--- config.mk ---
export PLATFORM = sky130hd
export DESIGN_NAME = trivium_rx_decrypt
export DESIGN_NICKNAME = d
export VERILOG_FILES = /design/src/rtl/trivium_pkg.sv /design/src/rtl/trivium_core.sv /design/src/rtl/trivium_rx_decrypt.sv
export SDC_FILE = /design/constraint.sdc
export NUM_CORES = 1
export LEC_CHECK = 0
export ABC_AREA = 1
export CAP_MARGIN = 20
export CORE_MARGIN = 2
export CORE_UTILIZATION = 60
export CTS_CLUSTER_DIAMETER = 60
export DETAILED_ROUTE_END_ITERATION = 6
export GPL_ROUTABILITY_DRIVEN = 0
export PLACE_DENSITY = 0.76
export SLEW_MARGIN = 20
export SYNTH_ARGS = -nofsm -noshare
export SYNTH_HDL_FRONTEND = slang
export SYNTH_SLANG_ARGS = --single-unit
export TNS_END_PERCENT = 1
--- constraint.sdc ---
create_clock -name clk -period 2 [get_ports clk]
set_input_delay 0.6 -clock clk [delete_from_list [all_inputs] [get_ports clk]]
set_output_delay 0.6 -clock clk [all_outputs]
set_load 0.05 [all_outputs]
--- src/rtl/trivium_pkg.sv ---
`default_nettype none
// ============================================================================
// Package     : trivium_pkg
// Description : Shared Trivium definitions: widths, tap indices, receive FSM
//               state encoding and the single-step keystream function.
//               Used by both the encryptor and the receive-side decryptor.
// Revision    : 1.0 - initial release
// ============================================================================
package trivium_pkg;

  localparam int KEY_W_DEF = 80;
  localparam int IV_W_DEF  = 80;
  localparam int STATE_W   = 288;

  // Bit index of s94 (first IV bit) inside st[287:0]; s_i lives at st[i-1].
  localparam int IV_BASE   = 93;

  // Lowest bit of the second (s94..s177) and third (s178..s288) registers.
  localparam int REG_B_LO  = 93;
  localparam int REG_C_LO  = 177;

  // Tap indices, 0-based (s66 -> 65, etc.).
  localparam int TAP_A_OUT  = 65;   // s66
  localparam int TAP_A_FB   = 92;   // s93
  localparam int TAP_A_AND0 = 90;   // s91
  localparam int TAP_A_AND1 = 91;   // s92
  localparam int TAP_A_X    = 170;  // s171
  localparam int TAP_B_OUT  = 161;  // s162
  localparam int TAP_B_FB   = 176;  // s177
  localparam int TAP_B_AND0 = 174;  // s175
  localparam int TAP_B_AND1 = 175;  // s176
  localparam int TAP_B_X    = 263;  // s264
  localparam int TAP_C_OUT  = 242;  // s243
  localparam int TAP_C_FB   = 287;  // s288
  localparam int TAP_C_AND0 = 285;  // s286
  localparam int TAP_C_AND1 = 286;  // s287
  localparam int TAP_C_X    = 68;   // s69

  typedef enum logic [1:0] {
    IDLE = 2'd0,
    LOAD = 2'd1,
    INIT = 2'd2,
    RUN  = 2'd3
  } rx_state_e;

  // One Trivium round: returns {z, st_next}.
  function automatic logic [STATE_W:0] trivium_step(input logic [STATE_W-1:0] st);
    logic               t1;
    logic               t2;
    logic               t3;
    logic               zb;
    logic [STATE_W-1:0] nx;
    t1 = st[TAP_A_OUT] ^ st[TAP_A_FB];
    t2 = st[TAP_B_OUT] ^ st[TAP_B_FB];
    t3 = st[TAP_C_OUT] ^ st[TAP_C_FB];
    zb = t1 ^ t2 ^ t3;
    t1 = t1 ^ (st[TAP_A_AND0] & st[TAP_A_AND1]) ^ st[TAP_A_X];
    t2 = t2 ^ (st[TAP_B_AND0] & st[TAP_B_AND1]) ^ st[TAP_B_X];
    t3 = t3 ^ (st[TAP_C_AND0] & st[TAP_C_AND1]) ^ st[TAP_C_X];
    nx = {st[STATE_W-2:REG_C_LO], t2,
          st[REG_C_LO-2:REG_B_LO], t1,
          st[REG_B_LO-2:0], t3};
    return {zb, nx};
  endfunction

endpackage
`default_nettype wire

--- src/rtl/trivium_core.sv ---
`default_nettype none
// ============================================================================
// Module      : trivium_core
// Description : 288-bit Trivium state register with parallel load, single
//               step enable and combinational keystream bit z.
// Revision    : 1.0 - initial release
// ============================================================================
module trivium_core
  import trivium_pkg::*;
(
  input  logic               clk,
  input  logic               rst,
  input  logic               load,
  input  logic [STATE_W-1:0] load_val,
  input  logic               step,
  output logic               z
);

  logic [STATE_W-1:0] st;
  logic [STATE_W-1:0] st_next;

  assign {z, st_next} = trivium_step(st);

  // State register: load has priority over step; holds otherwise.
  always_ff @(posedge clk or negedge rst) begin
    if (!rst) begin
      st <= '0;
    end else if (load) begin
      st <= load_val;
    end else if (step) begin
      st <= st_next;
    end
  end

endmodule
`default_nettype wire

--- src/rtl/trivium_rx_decrypt.sv ---
`default_nettype none
// ============================================================================
// Module      : trivium_rx_decrypt
// Description : Receive-side Trivium stream decryptor. Serial key+IV load,
//               warm-up, then ct XOR keystream into a one-entry pt register.
//               Optional keystream usage limit: define TRIVIUM_RX_LIMIT_EN.
// Revision    : 1.0 - initial release
// ============================================================================
module trivium_rx_decrypt
  import trivium_pkg::*;
#(
  parameter int              KEY_W       = KEY_W_DEF,
  parameter int              IV_W        = IV_W_DEF,
  parameter int              INIT_ROUNDS = 1152,
  parameter longint unsigned MAX_BITS    = 64'd4294967296
) (
  input  logic clk,
  input  logic rst,
  input  logic cfg_bit,
  input  logic cfg_vld,
  input  logic ct_bit,
  input  logic ct_vld,
  output logic ct_rdy,
  output logic pt_bit,
  output logic pt_vld,
  input  logic pt_rdy,
  output logic keyed,
  output logic err
);

  localparam int LOAD_W  = KEY_W + IV_W;
  localparam int CNT_MAX = (INIT_ROUNDS > LOAD_W) ? INIT_ROUNDS : LOAD_W;
  localparam int CNT_W   = $clog2(CNT_MAX + 1);

  rx_state_e          state;
  rx_state_e          state_next;
  logic [CNT_W-1:0]   cnt;
  logic [CNT_W-1:0]   cnt_next;
  // Only LOAD_W-1 bits are stored; the final bit is taken live from cfg_bit.
  logic [LOAD_W-2:0]  stage;
  logic [LOAD_W-1:0]  stage_next;
  logic               stage_shift;
  logic               enter_load;
  logic               limit_trip;
  logic               at_limit;
  logic               accept;
  logic               core_load;
  logic               core_step;
  logic               z;
  logic [STATE_W-1:0] load_val;

  assign stage_next = {cfg_bit, stage};
  assign keyed      = (state == RUN);

  // Initial state image: s1..sKEY_W = key, s94.. = IV, s286..s288 = 1.
  always_comb begin
    load_val                     = '0;
    load_val[KEY_W-1:0]          = stage_next[KEY_W-1:0];
    load_val[IV_BASE +: IV_W]    = stage_next[LOAD_W-1:KEY_W];
    load_val[STATE_W-1 -: 3]     = 3'b111;
  end

  // Next-state, counter and handshake decode.
  always_comb begin
    state_next  = state;
    cnt_next    = cnt;
    stage_shift = 1'b0;
    enter_load  = 1'b0;
    core_load   = 1'b0;
    core_step   = 1'b0;
    ct_rdy      = 1'b0;
    accept      = 1'b0;
    limit_trip  = 1'b0;
    case (state)
      IDLE: begin
      end
      LOAD: begin
        if (cfg_vld) begin
          stage_shift = 1'b1;
          if (cnt == CNT_W'(LOAD_W - 1)) begin
            core_load  = 1'b1;
            state_next = INIT;
            cnt_next   = '0;
          end else begin
            cnt_next = cnt + CNT_W'(1);
          end
        end
      end
      INIT: begin
        if (cnt == CNT_W'(INIT_ROUNDS)) begin
          state_next = RUN;
          cnt_next   = '0;
        end else begin
          core_step = 1'b1;
          cnt_next  = cnt + CNT_W'(1);
        end
      end
      RUN: begin
        ct_rdy    = (!pt_vld || pt_rdy) && !at_limit;
        accept    = ct_vld && ct_rdy;
        core_step = accept;
        if (ct_vld && at_limit) begin
          state_next = IDLE;
          limit_trip = 1'b1;
        end
      end
      default: state_next = IDLE;
    endcase
    // A cfg bit outside LOAD starts a new key; it becomes bit 0. Any ct bit
    // accepted on this same cycle belongs to the aborted key and is dropped.
    if (cfg_vld && (state != LOAD)) begin
      state_next  = LOAD;
      cnt_next    = CNT_W'(1);
      stage_shift = 1'b1;
      enter_load  = 1'b1;
      limit_trip  = 1'b0;
    end
  end

  // FSM, load counter and key staging register.
  always_ff @(posedge clk or negedge rst) begin
    if (!rst) begin
      state <= IDLE;
      cnt   <= '0;
      stage <= '0;
    end else begin
      state <= state_next;
      cnt   <= cnt_next;
      if (stage_shift) begin
        stage <= stage_next[LOAD_W-1:1];
      end
    end
  end

  // One-entry plaintext output register; a new key drops any pending bit.
  always_ff @(posedge clk or negedge rst) begin
    if (!rst) begin
      pt_vld <= 1'b0;
      pt_bit <= 1'b0;
    end else if (enter_load) begin
      pt_vld <= 1'b0;
    end else if (accept) begin
      pt_vld <= 1'b1;
      pt_bit <= ct_bit ^ z;
    end else if (pt_rdy) begin
      pt_vld <= 1'b0;
    end
  end

  trivium_core u_core (
    .clk      (clk),
    .rst      (rst),
    .load     (core_load),
    .load_val (load_val),
    .step     (core_step),
    .z        (z)
  );

`ifdef TRIVIUM_RX_LIMIT_EN
  localparam int BITCNT_W = $clog2(MAX_BITS + 1);

  logic [BITCNT_W-1:0] bitcnt;

  assign at_limit = (bitcnt == BITCNT_W'(MAX_BITS));

  // Per-key accepted-bit counter and sticky overflow flag.
  always_ff @(posedge clk or negedge rst) begin
    if (!rst) begin
      bitcnt <= '0;
      err    <= 1'b0;
    end else begin
      if (enter_load) begin
        bitcnt <= '0;
      end else if (accept) begin
        bitcnt <= bitcnt + BITCNT_W'(1);
      end
      if (limit_trip) begin
        err <= 1'b1;
      end
    end
  end
`else
  logic unused_limit;

  assign at_limit     = 1'b0;
  assign err          = 1'b0;
  assign unused_limit = limit_trip ^ (MAX_BITS == 64'd0);
`endif

endmodule
`default_nettype wire

==> flow_metrics.tcl <==
set metrics [dict create \
    status "finished clean" \
    grt_usage_pct 26.2 \
    cts.clk_slew.worst_paths_ns 0.06 \
    clk_latency_ns 0.57 \
    p_total_mw 37.2 \
    placementRows 67 \
    final-setup-viol-count 0 \
    dp_slack_ns -0.293 \
    synthFlopType "dfrtp_1" \
    slowest_delay_ns 0.44 \
    synth_top_area_share_pct 56.6 \
    final_max_slew_viol_count 0 \
    final_nets 2502 \
    viasPerCell 5.60 \
    antenna_found_initial 0 \
    drt_first_pass_iters 6 \
    antenna_cells 0 \
    fp.dieW_um 188 \
    clock_sinks 462 \
    placed_area_sq_mm 0.0212 \
    routed-via-count 16700 \
    clock_skew_ns 0.0212 \
    period_needed_ns 2.00 \
    cts_root_buffer "clkbuf_16" \
    synth-seq-area-share_pct 56.6 \
    ios 12 \
    hold_violations 0 \
    fin_ws_ns 0.00349 \
    worstPathArrival_ns 2.50 \
    die_area_sq_mm 0.0355 \
    grt_max_degree 113 \
    clock_path_buffers 3 \
    drv_cap 0 \
    tns_ns 0 \
    drc 0 \
    ys_types 32 \
    cts_buffers 48 \
    dp_hpwl_um 25400 \
    maxSlewHeadroom_pct 61.8 \
    die_h_um 188 \
    synth-async-reset-ratio_pct 100 \
    synth_seq_cells 462 \
    cp_max_fo 10 \
    yosys_warnings 0 \
    rsz0062_at_grt "true" \
    crit_path_top_delay_cell "dfrtp_2" \
    worst-path-buf-inv 4 \
    drt-total-wl_um 49200 \
    grt_pass1_wl_um 78200 \
    worstSetupPathType "register to register" \
    dp.cells 2867 \
    power.leakage_nw 11.8 \
    synth_area_leaders "dfrtp_1 57%, nand2_1 15%, nand3_1 5.8%" \
    fill_cells 2493 \
    synth_cells 2506 \
    port_buffers 10 \
    startpoint_type "register" \
    peakVddDrop_v 0.00119 \
    fin_crit_sh_pct 99.8 \
    layout-drive-gt1-share_pct 8.42 \
    pwr_density_cell_mw_per_mm2 1580 \
    synth_edf_count 0 \
    yosysMostFrequentCell "nand2_1" \
    stdcell_count 2978 \
    grt_pass1_vias 16400 \
    wl_per_cell_um 16.5 \
    synth_top_cells_by_count "822 x nand2_1, 462 x dfrtp_1, 245 x inv_1" \
    cp.required_ns 2.50 \
    tightestPinTransition_ns 0.573 \
    start_util_pct 60.9 \
    syn_area_per_cell_sq_um 8.15 \
    hold_path.class "register to register" \
    grt_overflow 0 \
    cpMostUsedCell "nand2_1" \
    worst_hold_slack_ns 0.479 \
    cpLargestDelayFamily "buffers and inverters" \
    cts_tree "yes" \
    fin_area_sq_mm 0.0235 \
    syn_area_sq_mm 0.0204 \
    antenna_left 0 \
    synthToLayoutAreaGrowth_pct 15.3 \
    first_iter_violations 1494 \
    htree_levels 2 \
    cp_cell_sequence "inv_2 -> ha_4 -> nand2_1 -> nor2_2 -> nand3_2 -> a21oi_4 -> buf_12 -> clkbuf_16 -> buf_4 -> nand3_1 -> nand2_1" \
    syn_nets 2515 \
    yosys.area.top_type "dfrtp_1" \
    critPathCaptureType "register" \
    core_area_sq_mm 0.0335 \
    fin_util_pct 70.2 \
    fmax_mhz 501 \
]
==> logic make-up after synthesis <==
logic type	count (synthesis)	share of synthesized area, %
AO/OA/AOI/OAI	252	6.25
XOR/XNOR	12	0.515
adder cells (fa/ha/maj)	2	0.123
buffers and inverters	417	8.68
flip-flops	462	56.6
other	1	0.0184
AND/OR/NAND/NOR	1360	27.8
==> where the power goes <==
group	switching, mW	internal, mW	total (mW)
sequential	1.72	12.6	14.3
combinational	8.07	4.89	13.0
clock	3.73	6.25	9.98
total	13.5	23.7	37.2
==> worst min-delay path, stage by stage, from the launching register on <==
cell and delay [ns]:
dfrtp_1 0.34, nand2_1 0.05, o21ai_0 0.05
==> registers in the layout, indices dropped and copies added (netlist names) <==
name       cells
stage        159
u_core.st    288
state          2
pt_vld         1
cnt           11
pt_bit         1
==> path summary, 6_finish.rpt <==
kind / to / slack, ns / startpoint / cells past startpoint
worst max-delay path: u_core.st[94] / 0.003 / cnt[0] / 11
worst min-delay path: u_core.st[231] / 0.48 / u_core.st[230] / 2
worst max register to register: u_core.st[94] / 0.003 / cnt[0] / 11
worst min register to register: u_core.st[231] / 0.48 / u_core.st[230] / 2
max in group asynchronous: u_core.st[198] / 0.71 / rst / 3
min in group asynchronous: stage[32] / 0.58 / rst / 2
==> metal layers <==
| layer | vias to the layer above | global-route usage (%) | routed length (um) | part of all wire (%) |
|---|---|---|---|---|
| li1 | 7834 | - | - | - |
| met1 | 8237 | 35.3 | 21000 | 43 |
| met2 | 512 | 44.3 | 24300 | 49 |
| met3 | 99 | 3.78 | 2730 | 5.6 |
| met4 | 0 | 8.26 | 1180 | 2.4 |
| met5 | - | 0 | 0 | 0 |
==> cell type report <==
cell class	count	area, sq um	share of cell area [%]
repair buffers	102	1530	6.48
well taps	448	561	2.38
clock inverters	20	360	1.53
clock buffers	67	1420	6.05
flip-flops and latches	462	11600	49.1
multi-input cells	1627	7170	30.4
inverters	252	947	4.02
==> cells in the final DEF (no fill, tap or decap), drive strengths merged, types with 10 or more instances in the layout <==
cell type,count
clkbuf,82
o21ai,248
nor2,209
nand2,823
bufinv,10
buf,82
nand3,241
inv,253
dfrtp,462
nand4,80
==> timing repair <==
| item | 4_1_cts | 5_1_grt |
|---|---|---|
| cloned | 0 | 15 |
| pin swaps | 1 | 4 |
| gates resized for setup | 5 | 30 |
| endpoints found under the setup margin | 3 | 283 |
| hold buffers | 1 | 0 |
| buffers inserted | 3 | 6 |
| endpoints found under the hold margin | 29 | 0 |
Note: power is estimated with default switching activity, not from simulation.
